==> config.mk <==
export PLATFORM = sky130hd
export DESIGN_NAME = sram_arbiter
export DESIGN_NICKNAME = d
export VERILOG_FILES = /design/src/rtl/sram_ctrl_pkg.sv /design/src/rtl/rr_arb2.sv /design/src/rtl/sram_arbiter.sv
export SDC_FILE = /design/constraint.sdc
export NUM_CORES = 1
export LEC_CHECK = 0
export CAP_MARGIN = 15
export CORE_MARGIN = 5
export CORE_UTILIZATION = 55
export CTS_BUF_LIST = sky130_fd_sc_hd__clkbuf_2
export CTS_CLUSTER_DIAMETER = 150
export DETAILED_ROUTE_END_ITERATION = 16
export PLACE_DENSITY = 0.88
export SKIP_CTS_REPAIR_TIMING = 1
export SLEW_MARGIN = 20
export SYNTH_ARGS = -nofsm -noshare
export SYNTH_HDL_FRONTEND = slang
export SYNTH_SLANG_ARGS = --single-unit
==> constraint.sdc <==
create_clock -name clk -period 12.89 [get_ports clk]
set_input_delay 1.289 -clock clk [delete_from_list [all_inputs] [get_ports clk]]
set_output_delay 1.289 -clock clk [all_outputs]
set_load 0.1 [all_outputs]
==> src/rtl/sram_ctrl_pkg.sv <==
`default_nettype none
// ============================================================================
//  Module   : sram_ctrl_pkg
//  Purpose  : Shared types, constants and helpers for the SRAM byte-port
//             arbiter: controller state encoding, access-size codes, SRAM
//             address width and the big-endian byte-lane selector.
//  Revision : 1.0  initial release
// ============================================================================
package sram_ctrl_pkg;

    localparam int SRAM_ADDR_W = 8;

    localparam logic SIZE_BYTE = 1'b0;
    localparam logic SIZE_WORD = 1'b1;

    typedef enum logic [1:0] {
        IDLE  = 2'd0,
        ISSUE = 2'd1,
        DRAIN = 2'd2,
        ACK   = 2'd3
    } state_e;

    // Byte k of a word is taken big-endian (k=0 -> bits [31:24]).
    // Byte accesses always use the low byte regardless of k.
    function automatic logic [7:0] pick_byte(input logic [31:0] data,
                                             input logic        size,
                                             input logic [1:0]  k);
        logic [7:0] b;
        b = data[7:0];
        if (size == SIZE_WORD) begin
            case (k)
                2'd0:    b = data[31:24];
                2'd1:    b = data[23:16];
                2'd2:    b = data[15:8];
                default: b = data[7:0];
            endcase
        end
        return b;
    endfunction

endpackage
`default_nettype wire

==> src/rtl/rr_arb2.sv <==
`default_nettype none
// ============================================================================
//  Module   : rr_arb2
//  Purpose  : Two-way arbiter with a last-grant pointer. Round-robin on a
//             tie, or fixed priority to requester 0 when FIXED_PRIO = 1.
//  Ports    : clk, rst        - clock, asynchronous active-high reset
//             req_i[1:0]      - request vector
//             update_i        - commit the current grant to the pointer
//             gnt_o[1:0]      - one-hot grant (combinational)
//  Revision : 1.0  initial release
// ============================================================================
module rr_arb2 #(
    parameter bit FIXED_PRIO = 1'b0
) (
    input  logic       clk,
    input  logic       rst,
    input  logic [1:0] req_i,
    input  logic       update_i,
    output logic [1:0] gnt_o
);

    // 1 = requester 1 was granted last. Resets to 1 so requester 0 wins first.
    logic last_q;

    always_comb begin
        gnt_o = 2'b00;
        case (req_i)
            2'b01:   gnt_o = 2'b01;
            2'b10:   gnt_o = 2'b10;
            2'b11:   gnt_o = (FIXED_PRIO || last_q) ? 2'b01 : 2'b10;
            default: gnt_o = 2'b00;
        endcase
    end

    always_ff @(posedge clk or posedge rst) begin
        if (rst) begin
            last_q <= 1'b1;
        end else if (update_i && (|req_i)) begin
            last_q <= gnt_o[1];
        end
    end

endmodule
`default_nettype wire

==> src/rtl/sram_arbiter.sv <==
`default_nettype none
// ============================================================================
//  Module   : sram_arbiter
//  Purpose  : Arbitrates two masters onto the byte-wide SRAM read/write port
//             and splits word requests into four big-endian byte accesses.
//  Ports    : clk, rst               - clock, asynchronous active-high reset
//             mN_req/we/size/addr/wdata - master N request (N = 0, 1)
//             mN_ack, mN_rdata       - completion pulse, read result
//             rw_addr, w, w_en       - registered SRAM byte address/data/enable
//             r                      - SRAM read byte (one cycle latency)
//  Revision : 1.0  initial release
// ============================================================================
module sram_arbiter
    import sram_ctrl_pkg::*;
#(
    parameter bit FIXED_PRIO = 1'b0
) (
    input  logic                   clk,
    input  logic                   rst,
    input  logic                   m0_req,
    input  logic                   m0_we,
    input  logic                   m0_size,
    input  logic [7:0]             m0_addr,
    input  logic [31:0]            m0_wdata,
    output logic                   m0_ack,
    output logic [31:0]            m0_rdata,
    input  logic                   m1_req,
    input  logic                   m1_we,
    input  logic                   m1_size,
    input  logic [7:0]             m1_addr,
    input  logic [31:0]            m1_wdata,
    output logic                   m1_ack,
    output logic [31:0]            m1_rdata,
    output logic [SRAM_ADDR_W-1:0] rw_addr,
    output logic [7:0]             w,
    output logic                   w_en,
    input  logic [7:0]             r
);

    state_e state_q, state_d;

    logic [1:0]             gnt;
    logic                   arb_update;
    logic                   last_beat;

    // Winner's request, selected from the grant.
    logic                   win_we;
    logic                   win_size;
    logic [7:0]             win_addr;
    logic [31:0]            win_wdata;
    logic [SRAM_ADDR_W-1:0] win_base;

    // Latched transaction.
    logic                   sel_q;
    logic                   we_q;
    logic                   size_q;
    logic [SRAM_ADDR_W-1:0] base_q;
    logic [31:0]            wdata_q;
    logic [1:0]             cnt_q;
    logic [31:0]            buf_q;

    logic [SRAM_ADDR_W-1:0] rw_addr_q;
    logic [7:0]             w_q;
    logic                   w_en_q;
    logic                   m0_ack_q, m1_ack_q;
    logic [31:0]            m0_rdata_q, m1_rdata_q;

    assign arb_update = (state_q == IDLE);

    rr_arb2 #(
        .FIXED_PRIO (FIXED_PRIO)
    ) u_arb (
        .clk      (clk),
        .rst      (rst),
        .req_i    ({m1_req, m0_req}),
        .update_i (arb_update),
        .gnt_o    (gnt)
    );

    always_comb begin
        win_we    = gnt[1] ? m1_we    : m0_we;
        win_size  = gnt[1] ? m1_size  : m0_size;
        win_addr  = gnt[1] ? m1_addr  : m0_addr;
        win_wdata = gnt[1] ? m1_wdata : m0_wdata;
        // Word accesses are forced to the aligned base.
        win_base  = (win_size == SIZE_WORD) ? {win_addr[7:2], 2'b00} : win_addr;
    end

    assign last_beat = (size_q == SIZE_BYTE) || (cnt_q == 2'd3);

    // ---------------- state register ----------------
    always_ff @(posedge clk or posedge rst) begin
        if (rst) begin
            state_q <= IDLE;
        end else begin
            state_q <= state_d;
        end
    end

    // ---------------- next state ----------------
    always_comb begin
        state_d = state_q;
        case (state_q)
            IDLE:    if (|gnt) state_d = ISSUE;
            ISSUE:   if (last_beat) state_d = DRAIN;
            DRAIN:   state_d = ACK;
            ACK:     state_d = IDLE;
            default: state_d = IDLE;
        endcase
    end

    // ---------------- datapath ----------------
    // SRAM outputs are registered, so the first byte is presented by the
    // same edge that grants. Read bytes arrive one cycle after their address,
    // hence the buffer shifts in from the second ISSUE cycle through DRAIN.
    always_ff @(posedge clk or posedge rst) begin
        if (rst) begin
            sel_q      <= 1'b0;
            we_q       <= 1'b0;
            size_q     <= SIZE_BYTE;
            base_q     <= '0;
            wdata_q    <= '0;
            cnt_q      <= 2'd0;
            buf_q      <= '0;
            rw_addr_q  <= '0;
            w_q        <= '0;
            w_en_q     <= 1'b0;
            m0_ack_q   <= 1'b0;
            m1_ack_q   <= 1'b0;
            m0_rdata_q <= '0;
            m1_rdata_q <= '0;
        end else begin
            w_en_q   <= 1'b0;
            m0_ack_q <= (state_q == DRAIN) && !sel_q;
            m1_ack_q <= (state_q == DRAIN) &&  sel_q;
            case (state_q)
                IDLE: begin
                    if (|gnt) begin
                        sel_q     <= gnt[1];
                        we_q      <= win_we;
                        size_q    <= win_size;
                        base_q    <= win_base;
                        wdata_q   <= win_wdata;
                        cnt_q     <= 2'd0;
                        buf_q     <= '0;
                        rw_addr_q <= win_base;
                        w_q       <= pick_byte(win_wdata, win_size, 2'd0);
                        w_en_q    <= win_we;
                    end
                end
                ISSUE: begin
                    if (cnt_q != 2'd0) begin
                        buf_q <= {buf_q[23:0], r};
                    end
                    if (!last_beat) begin
                        cnt_q     <= cnt_q + 2'd1;
                        rw_addr_q <= base_q + {6'd0, cnt_q} + 8'd1;
                        w_q       <= pick_byte(wdata_q, size_q, cnt_q + 2'd1);
                        w_en_q    <= we_q;
                    end
                end
                DRAIN: begin
                    if (!we_q) begin
                        if (sel_q) begin
                            m1_rdata_q <= {buf_q[23:0], r};
                        end else begin
                            m0_rdata_q <= {buf_q[23:0], r};
                        end
                    end
                end
                default: ;
            endcase
        end
    end

    assign rw_addr  = rw_addr_q;
    assign w        = w_q;
    assign w_en     = w_en_q;
    assign m0_ack   = m0_ack_q;
    assign m1_ack   = m1_ack_q;
    assign m0_rdata = m0_rdata_q;
    assign m1_rdata = m1_rdata_q;

endmodule
`default_nettype wire
==> results of run 1 <==
==> kinds of logic after synthesis <==
family / share of synthesized area [%]
flops: 55.6
compound gates: 13.8
mux: 17.7
simple gates: 6.24
buf+inv: 3.53
fa+ha+maj: 2.44
xor+xnor: 0.753
==> worst min-delay path, cell delays in order, from the launching register on <==
cell and delay (ns):
dfrtp_1 0.39, nand2_1 0.05, o21ai_0 0.06
==> through the flow <==
step           std cells  hold slack (ns)  util, %
2_1_floorplan        566            0.449        -
3_5_place_dp         880            0.469     70.6
5_1_grt              912            0.541     72.4
3_3_place_gp         880            0.464     70.6
4_1_cts              911            0.509     72.2
6_report             912            0.511     72.4
==> registers in the layout, summed over array words and instances (netlist names) <==
name / cells
base_q: 8
wdata_q: 32
m1_ack: 1
sel_q: 1
buf_q: 24
u_arb.last_q: 1
w: 8
rw_addr: 8
size_q: 1
state_q: 2
m1_rdata: 32
cnt_q: 2
w_en: 1
m0_ack: 1
m0_rdata: 32
we_q: 1
==> final cells by class <==
cell class / count / area share, %
timing repair buffer: 183 / 20.1
multi-input combinational: 362 / 32.0
antenna: 1 / 0.0276
inverter: 8 / 0.387
tap: 172 / 2.38
sequential: 155 / 42.8
clock buffer: 21 / 1.16
clock inverter: 10 / 1.12
==> placed cells by master, fill, tap and decap left out, types with 2 or more instances in the layout <==
master and n:
and2_1 3, nand2_1 51, clkdlybuf4s50_1 178, o21ai_4 2, mux2_2 67, a211o_1 8, clkinv_2 3, a21o_1 2
clkinvlp_4 2, bufinv_16 2, a31oi_1 9, clkbuf_2 21, o21ai_0 43, nor2_1 12, buf_4 4, xor2_1 3
mux2i_1 48, inv_1 7, a22o_1 27, nor2b_1 12, nor3_1 4, a221o_1 3, a311oi_1 2, nand3b_1 3
o21a_1 2, a21oi_1 6, xnor2_1 3, o211ai_1 9, a311o_1 2, a222oi_1 8, ha_1 11, nor3b_1 2
clkinv_1 3, a211oi_1 8, dfrtp_1 154
==> metal layers <==
layer,part of all wire [%],track usage [%],vias to the layer above
met2,52,39.5,158
met1,41,28.7,2605
met5,0,0,-
li1,-,-,2390
met4,2.5,9.52,0
met3,4.9,5.39,36
==> worst paths after layout <==
path	start	to	slack, ns
worst max register to register	state_q[1]	buf_q[16]	10.24
max in group asynchronous	rst	buf_q[14]	10.72
min in group asynchronous	rst	wdata_q[26]	0.99
worst min register to register	wdata_q[30]	wdata_q[30]	0.51
worst max-delay path	m0_rdata[11]	m0_rdata[11]	9.29
worst min-delay path	wdata_q[30]	wdata_q[30]	0.51
==> flow_summary_export.csv, run 1 <==
group,metric,value,unit
run_status,status,"completed",
finish,multiInputGateArea,0.00290,mm^2
synth,synth_edf_count,0,
setup_path,path_class,"flop to output port",
clocking,cts_buffer_depth,2,
sta,fin_ws,9.29,ns
sta,tightest_slew,1.04,ns
synth,syn_area,0.00698,mm^2
setup_path,cp_top_family,"buffers and inverters",
sta,setup_viol,0,
sta,hold_violations,0,
place,portBuffers,178,
clocking,clock_latency,0.74,ns
sta,period_share,27.9,%
detailed_routing,drt-wirelength-per-cell,18.7,um
synth,avgSynthCellArea,12.3,um^2
global_routing,grt_pass1_wl,27.0,mm
clocking,cts_tree,"done",
sta,finalSetupTns,0,ns
setup_path,slowest_delay,1.15,ns
detailed_routing,drt-total-wl,17.0,mm
clocking,cts_sinks,155,
clocking,ctsHtreeMaxLevel,4,
synth,yosysWarnings,0,
finish,nNetsFinal,836,
finish,drive_gt1_share,14.7,%
worst_hold_path,min_path_type,"flop to flop",
die,die-area,0.0150,mm^2
setup_path,worstRegToRegCells,5,
finish,fin_area,0.00906,mm^2
sta,fin_skew,0.0368,ns
sta,final_max_slew_viol_count,0,
place,routabilityCongestion,0.784,
synth,synth_top_area_cell,"dfrtp_1",
synth,ys_seq_elements,155,
setup_path,startpoint_type,"flop",
clocking,cts_buffers,17,
detailed_routing,viasPerCell,5.69,
detailed_routing,antenna_violating_nets_post_route,0,
worst_hold_path,whs_path_depth,2,
setup_path,slowest_stage,"clkdlybuf4s50_1",
sta,layout_min_cycle_time,3.60,ns
setup_path,required,11.60,ns
finish,regArea,0.00388,mm^2
sta,relSlewSlack,30.7,%
synth,yosysUniqueCellTypes,44,
detailed_routing,vias,5189,
detailed_routing,firstDrtPassIters,7,
place,place_area,0.00883,mm^2
global_routing,grt_pass1_vias,5475,
die,die_w,123,um
die,core,0.0125,mm^2
global_routing,antenna_found_initial,1,
setup_path,worst_ep_arrival_time,2.31,ns
setup_path,cp_max_fo,2,
setup_path,cp.depth,1,
detailed_routing,dr.first_iter.drc_count,477,
synth,synth_flop_cell,"dfrtp_1",
run,drv_cap,0,
die,rows,41,
place,dp_slack,9.29,ns
synth,synthTopCellsByCount,"dfrtp_1 (154), mux2_2 (67), nand2_1 (51), mux2i_1 (48), o21ai_0 (43)",
synth,ys_top_cells_by_area,"dfrtp_1 (55%), mux2_2 (11%), mux2i_1 (6.9%)",
finish,nFillCells,906,
global_routing,overflow,0,
place,hpwl,12.2,mm
synth,synth_top_cell_area_share,55.2,%
detailed_routing,drcViolationCount,0,
setup_path,end_kind,"output port",
synth,yosysMostFrequentCell,"dfrtp_1",
synth,synthArstFlopShare,100,%
synth,syn_inst,566,
setup_path,path_cells,"clkdlybuf4s50_1",
setup_path,critPathBufInv,1,
die,die_h,123,um
synth,syn_nets,675,
clocking,cts.clk_slew.worst_paths,0.20,ns
finish,area_growth,29.8,%
synth,synth_seq_area_share,55.6,%
sta,fmax,278,MHz
global_routing,grt_util_all_layers,23.2,%
die,pin_count,179,
sta,rsz0062_at_grt,"no",
die,start_util,55.8,%
clocking,ctsRootBufferMaster,"clkbuf_2",
global_routing,grt_max_degree,90,
Power of run 1 is not shown: default switching activity piles up to over one toggle a cycle in this logic, so the estimate is an artifact.
==> run 2, diff against run 1 <==
- CORE_UTILIZATION: 55 -> 51
- PLACE_DENSITY: 0.88 -> 0.83
- clock period: 12.89 -> 3.4 ns (I/O delays scaled with it)
==> flow_summary_export.csv, run 2 (synthesis gave the netlist of run 1 again) <==
group,metric,value,unit
run_status,status,"completed",
clocking,clock_latency,0.75,ns
sta,fin_skew,0.0278,ns
setup_path,path_class,"flop to output port",
clocking,cts_buffers,17,
setup_path,worst_ep_arrival_time,2.33,ns
finish,final_common_cell,"clkdlybuf4s50_1",
setup_path,slowest_stage,"clkdlybuf4s50_1",
die,rows,42,
setup_path,cp_max_fo,2,
detailed_routing,antenna_violating_nets_post_route,0,
clocking,ctsRootBufferMaster,"clkbuf_2",
detailed_routing,drcViolationCount,0,
die,core,0.0133,mm^2
global_routing,grt_max_degree,72,
finish,fin_cells,922,
setup_path,startpoint,"w[7]",
setup_path,required,3.06,ns
global_routing,antenna_found_initial,1,
sta,fin_ws,0.729,ns
global_routing,grt_pass1_vias,5517,
worst_hold_path,min_path_type,"input port to flop",
setup_path,r2r_setup_slack,0.99,ns
place,hpwl,12.5,mm
clocking,cts.clk_slew.worst_paths,0.21,ns
run,drv_cap,0,
global_routing,overflow,0,
setup_path,startpoint_type,"flop",
clocking,cts_tree,"done",
setup_path,r2r_start,"state_q[1]",
sta,tightest_slew,1.07,ns
detailed_routing,firstDrtPassIters,6,
sta,rsz0062_at_grt,"no",
global_routing,grt_pass1_wl,28.0,mm
finish,nFillCells,1007,
sta,finalSetupTns,0,ns
clocking,ctsHtreeMaxLevel,4,
clocking,cts_sinks,155,
clocking,cts_buffer_depth,2,
detailed_routing,dr.first_iter.drc_count,357,
die,start_util,52.3,%
sta,period_share,78.6,%
global_routing,grt_util_all_layers,22.0,%
setup_path,worstRegToRegCells,7,
setup_path,regToRegEndpoint,"rw_addr[7]",
setup_path,endpoint,"w[7]",
finish,nNetsFinal,841,
place,dp_cells,888,
detailed_routing,viasPerCell,5.56,
setup_path,end_kind,"output port",
setup_path,path_cells,"clkdlybuf4s50_1",
setup_path,critPathBufInv,1,
finish,final_cell_mix,"clkdlybuf4s50_1 (178), dfrtp_1 (154), mux2_2 (67)",
finish,regArea,0.00388,mm^2
setup_path,cp_top_family,"buffers and inverters",
sta,hold_violations,0,
die,die-area,0.0161,mm^2
sta,setup_viol,0,
setup_path,slowest_delay,1.17,ns
detailed_routing,vias,5124,
sta,relSlewSlack,28.6,%
place,portBuffers,178,
finish,drive_gt1_share,15.0,%
sta,fmax,374,MHz
die,die_h,127,um
sta,final_max_slew_viol_count,0,
finish,area_growth,30.2,%
die,die_w,127,um
place,dp_slack,0.826,ns
finish,multiInputGateArea,0.00288,mm^2
detailed_routing,drt-total-wl,17.1,mm
detailed_routing,drt-wirelength-per-cell,18.5,um
setup_path,cp.depth,1,
place,routabilityCongestion,0.803,
sta,layout_min_cycle_time,2.67,ns
die,pin_count,179,
## run 2: cell count changes in the layout (fill, tap and decap cells not counted), moves of 2 or more
cell | previous run | this run
clkinv_4 | 0 | 3
bufinv_16 | 2 | 0
buf_12 | 0 | 3
buf_4 | 4 | 6
clkinvlp_4 | 2 | 4
clkbuf_2 | 21 | 19
## run 2: cell type report
class / instances / area share (%)
clock inverter: 13 / 0.881
sequential: 155 / 42.7
multi-input combinational: 362 / 31.7
inverter: 8 / 0.372
antenna: 1 / 0.0275
clock buffer: 19 / 1.05
tap: 176 / 2.42
timing repair buffer: 188 / 20.9
## run 2: layer usage
layer | vias to the layer above | global-route usage (%) | part of all wire (%)
li1 | 2390 | - | -
met4 | 0 | 10.3 | 3.3
met1 | 2519 | 26.9 | 40
met3 | 45 | 4.88 | 4.9
met2 | 170 | 37.3 | 51
met5 | - | 0 | 0
## run 2: metrics by stage
step           utilization, %  instance area (um^2)  hold slack, ns
4_1_cts                  68.0                  9080         -0.0980
3_3_place_gp             66.7                  8900           0.465
3_5_place_dp             66.7                  8900           0.471
2_1_floorplan               -                  6980           0.410
5_1_grt                  68.1                  9090           0.138
6_report                 68.1                  9090           0.176
## run 2: how the worst min path moves through the flow
stage | startpoint | to | cells past startpoint
global placement | wdata_q[8] | wdata_q[8] | 2
CTS | rst | rw_addr[3] | 2
detailed placement | wdata_q[19] | wdata_q[19] | 2
finish | m0_wdata[22] | wdata_q[22] | 3
floorplan | m0_req | u_arb.last_q | 1
global route | m0_wdata[22] | wdata_q[22] | 3
Power of run 2 is left out for the same reason.
==> run 3, diff against run 2 <==
- CORE_UTILIZATION: 51 -> 46
- PLACE_DENSITY: 0.83 -> 0.79
- clock period: 3.4 -> 2.2 ns (I/O delays scaled with it)
==> flow_summary_export.csv, run 3 (synthesis gave the netlist of run 1 again) <==
group,metric,value,unit
sta,final_max_slew_viol_count,0,
die,die_h,133,um
finish,area_growth,31.7,%
sta,setup_viol,0,
global_routing,use_met3,4.34,%
die,start_util,46.4,%
setup_path,regToRegEndpoint,"rw_addr[6]",
setup_path,required,2.83,ns
detailed_routing,dr.first_iter.drc_count,278,
die,pin_count,179,
global_routing,grt_max_degree,66,
detailed_routing,antenna_violating_nets_post_route,0,
global_routing,grt_pass1_wl,28.6,mm
clocking,cts_buffer_depth,2,
clocking,ctsHtreeMaxLevel,4,
die,core,0.0150,mm^2
finish,final_common_cell,"dfrtp_1",
setup_path,path_class,"flop to flop",
worst_hold_path,worstHoldEndpoint,"wdata_q[16]",
detailed_routing,drcViolationCount,0,
setup_path,end_kind,"flop",
global_routing,busiest_layer,"met2",
sta,hold_violations,0,
detailed_routing,viasPerCell,5.58,
setup_path,startpoint_type,"flop",
sta,fin_skew,0.0321,ns
finish,nNetsFinal,860,
place,routabilityCongestion,0.845,
clocking,cts.clk_slew.worst_paths,0.24,ns
worst_hold_path,hold_start,"m1_wdata[16]",
run_status,status,"completed",
die,rows,45,
clocking,clock_latency,0.72,ns
finish,drive_gt1_share,28.3,%
setup_path,r2r_setup_slack,0.09,ns
sta,relSlewSlack,61.3,%
global_routing,grt_use_met2,33.8,%
detailed_routing,drt-wirelength-per-cell,18.2,um
sta,period_share,96.0,%
sta,tightest_slew,0.579,ns
setup_path,worstRegToRegCells,7,
detailed_routing,drt-total-wl,17.4,mm
setup_path,cp_max_fo,5,
die,die_w,133,um
global_routing,overflow,0,
global_routing,gr-usage-met1,25.2,%
global_routing,antenna_found_initial,1,
clocking,ctsRootBufferMaster,"clkbuf_2",
global_routing,grt_util_all_layers,20.1,%
sta,rsz0062_at_grt,"no",
detailed_routing,firstDrtPassIters,4,
finish,fin_util,61.1,%
worst_hold_path,whs_path_depth,3,
worst_hold_path,min_path_type,"input port to flop",
sta,whs,0.106,ns
die,die-area,0.0177,mm^2
clocking,cts_buffers,17,
global_routing,grt_pass1_vias,5518,
clocking,cts_tree,"done",
sta,fmax,473,MHz
run,drv_cap,0,
clocking,cts_sinks,155,
place,hpwl,12.8,mm
setup_path,r2r_start,"cnt_q[0]",
sta,layout_min_cycle_time,2.11,ns
setup_path,worst_ep_arrival_time,2.74,ns
finish,final_cell_mix,"dfrtp_1 (154), buf_4 (102), clkdlybuf4s50_1 (95)",
place,portBuffers,178,
detailed_routing,vias,5314,
-- run 3: cell count changes in the layout (fill, tap and decap cells not counted), sizes merged --
cell | before | now
buf | 9 | 111
bufinv | 0 | 3
clkbuf | 19 | 18
clkdlybuf4s50 | 178 | 95
clkinv | 10 | 2
clkinvlp | 4 | 7
inv | 7 | 10
-- run 3: worst max-delay path: stages, from the launching register on --
cell	delay (ns)
dfrtp_1	0.45
inv_1	0.13
ha_1	0.23
fa_1	0.43
nand3b_1	0.22
nor2_1	0.17
xor2_1	0.08
a221o_1	0.32
-- run 3: worst max path at each step --
stage,slack [ns],start,cells after the start,to
2_1_floorplan,0.02,rst,1,base_q[0]
3_3_place_gp,0.07,m1_req,6,w[3]
3_5_place_dp,-0.009,m1_req,6,wdata_q[31]
4_1_cts,0.1,cnt_q[0],7,rw_addr[6]
5_1_grt,0.007,cnt_q[0],7,rw_addr[4]
6_report,0.09,cnt_q[0],7,rw_addr[6]
-- run 3: routing by layer --
metal / wire length (um) / vias to the layer above
met5: 0 / -
met4: 549 / 0
met3: 787 / 38
met2: 8820 / 146
met1: 7220 / 2681
li1: - / 2449
-- run 3: layout make-up --
class,count,area [um^2]
inverter,8,33.8
sequential,155,3880
tap,188,235
multi-input combinational,362,2880
clock buffer,18,90.1
antenna,1,2.50
fill,1200,5840
timing repair buffer,207,1900
clock inverter,14,169
-- run 3: stage by stage --
step / setup TNS [ns] / worst slack [ns] / area (um^2) / instances
detailed placement: -0.0184 / -0.00870 / 8920 / 919
global placement: 0 / 0.0684 / 8920 / 919
global route: 0 / 0.00740 / 9190 / 953
floorplan: 0 / 0.0219 / 6980 / 566
CTS: 0 / 0.0991 / 9180 / 951
finish: 0 / 0.0874 / 9190 / 953
Power of run 3 is left out for the same reason.
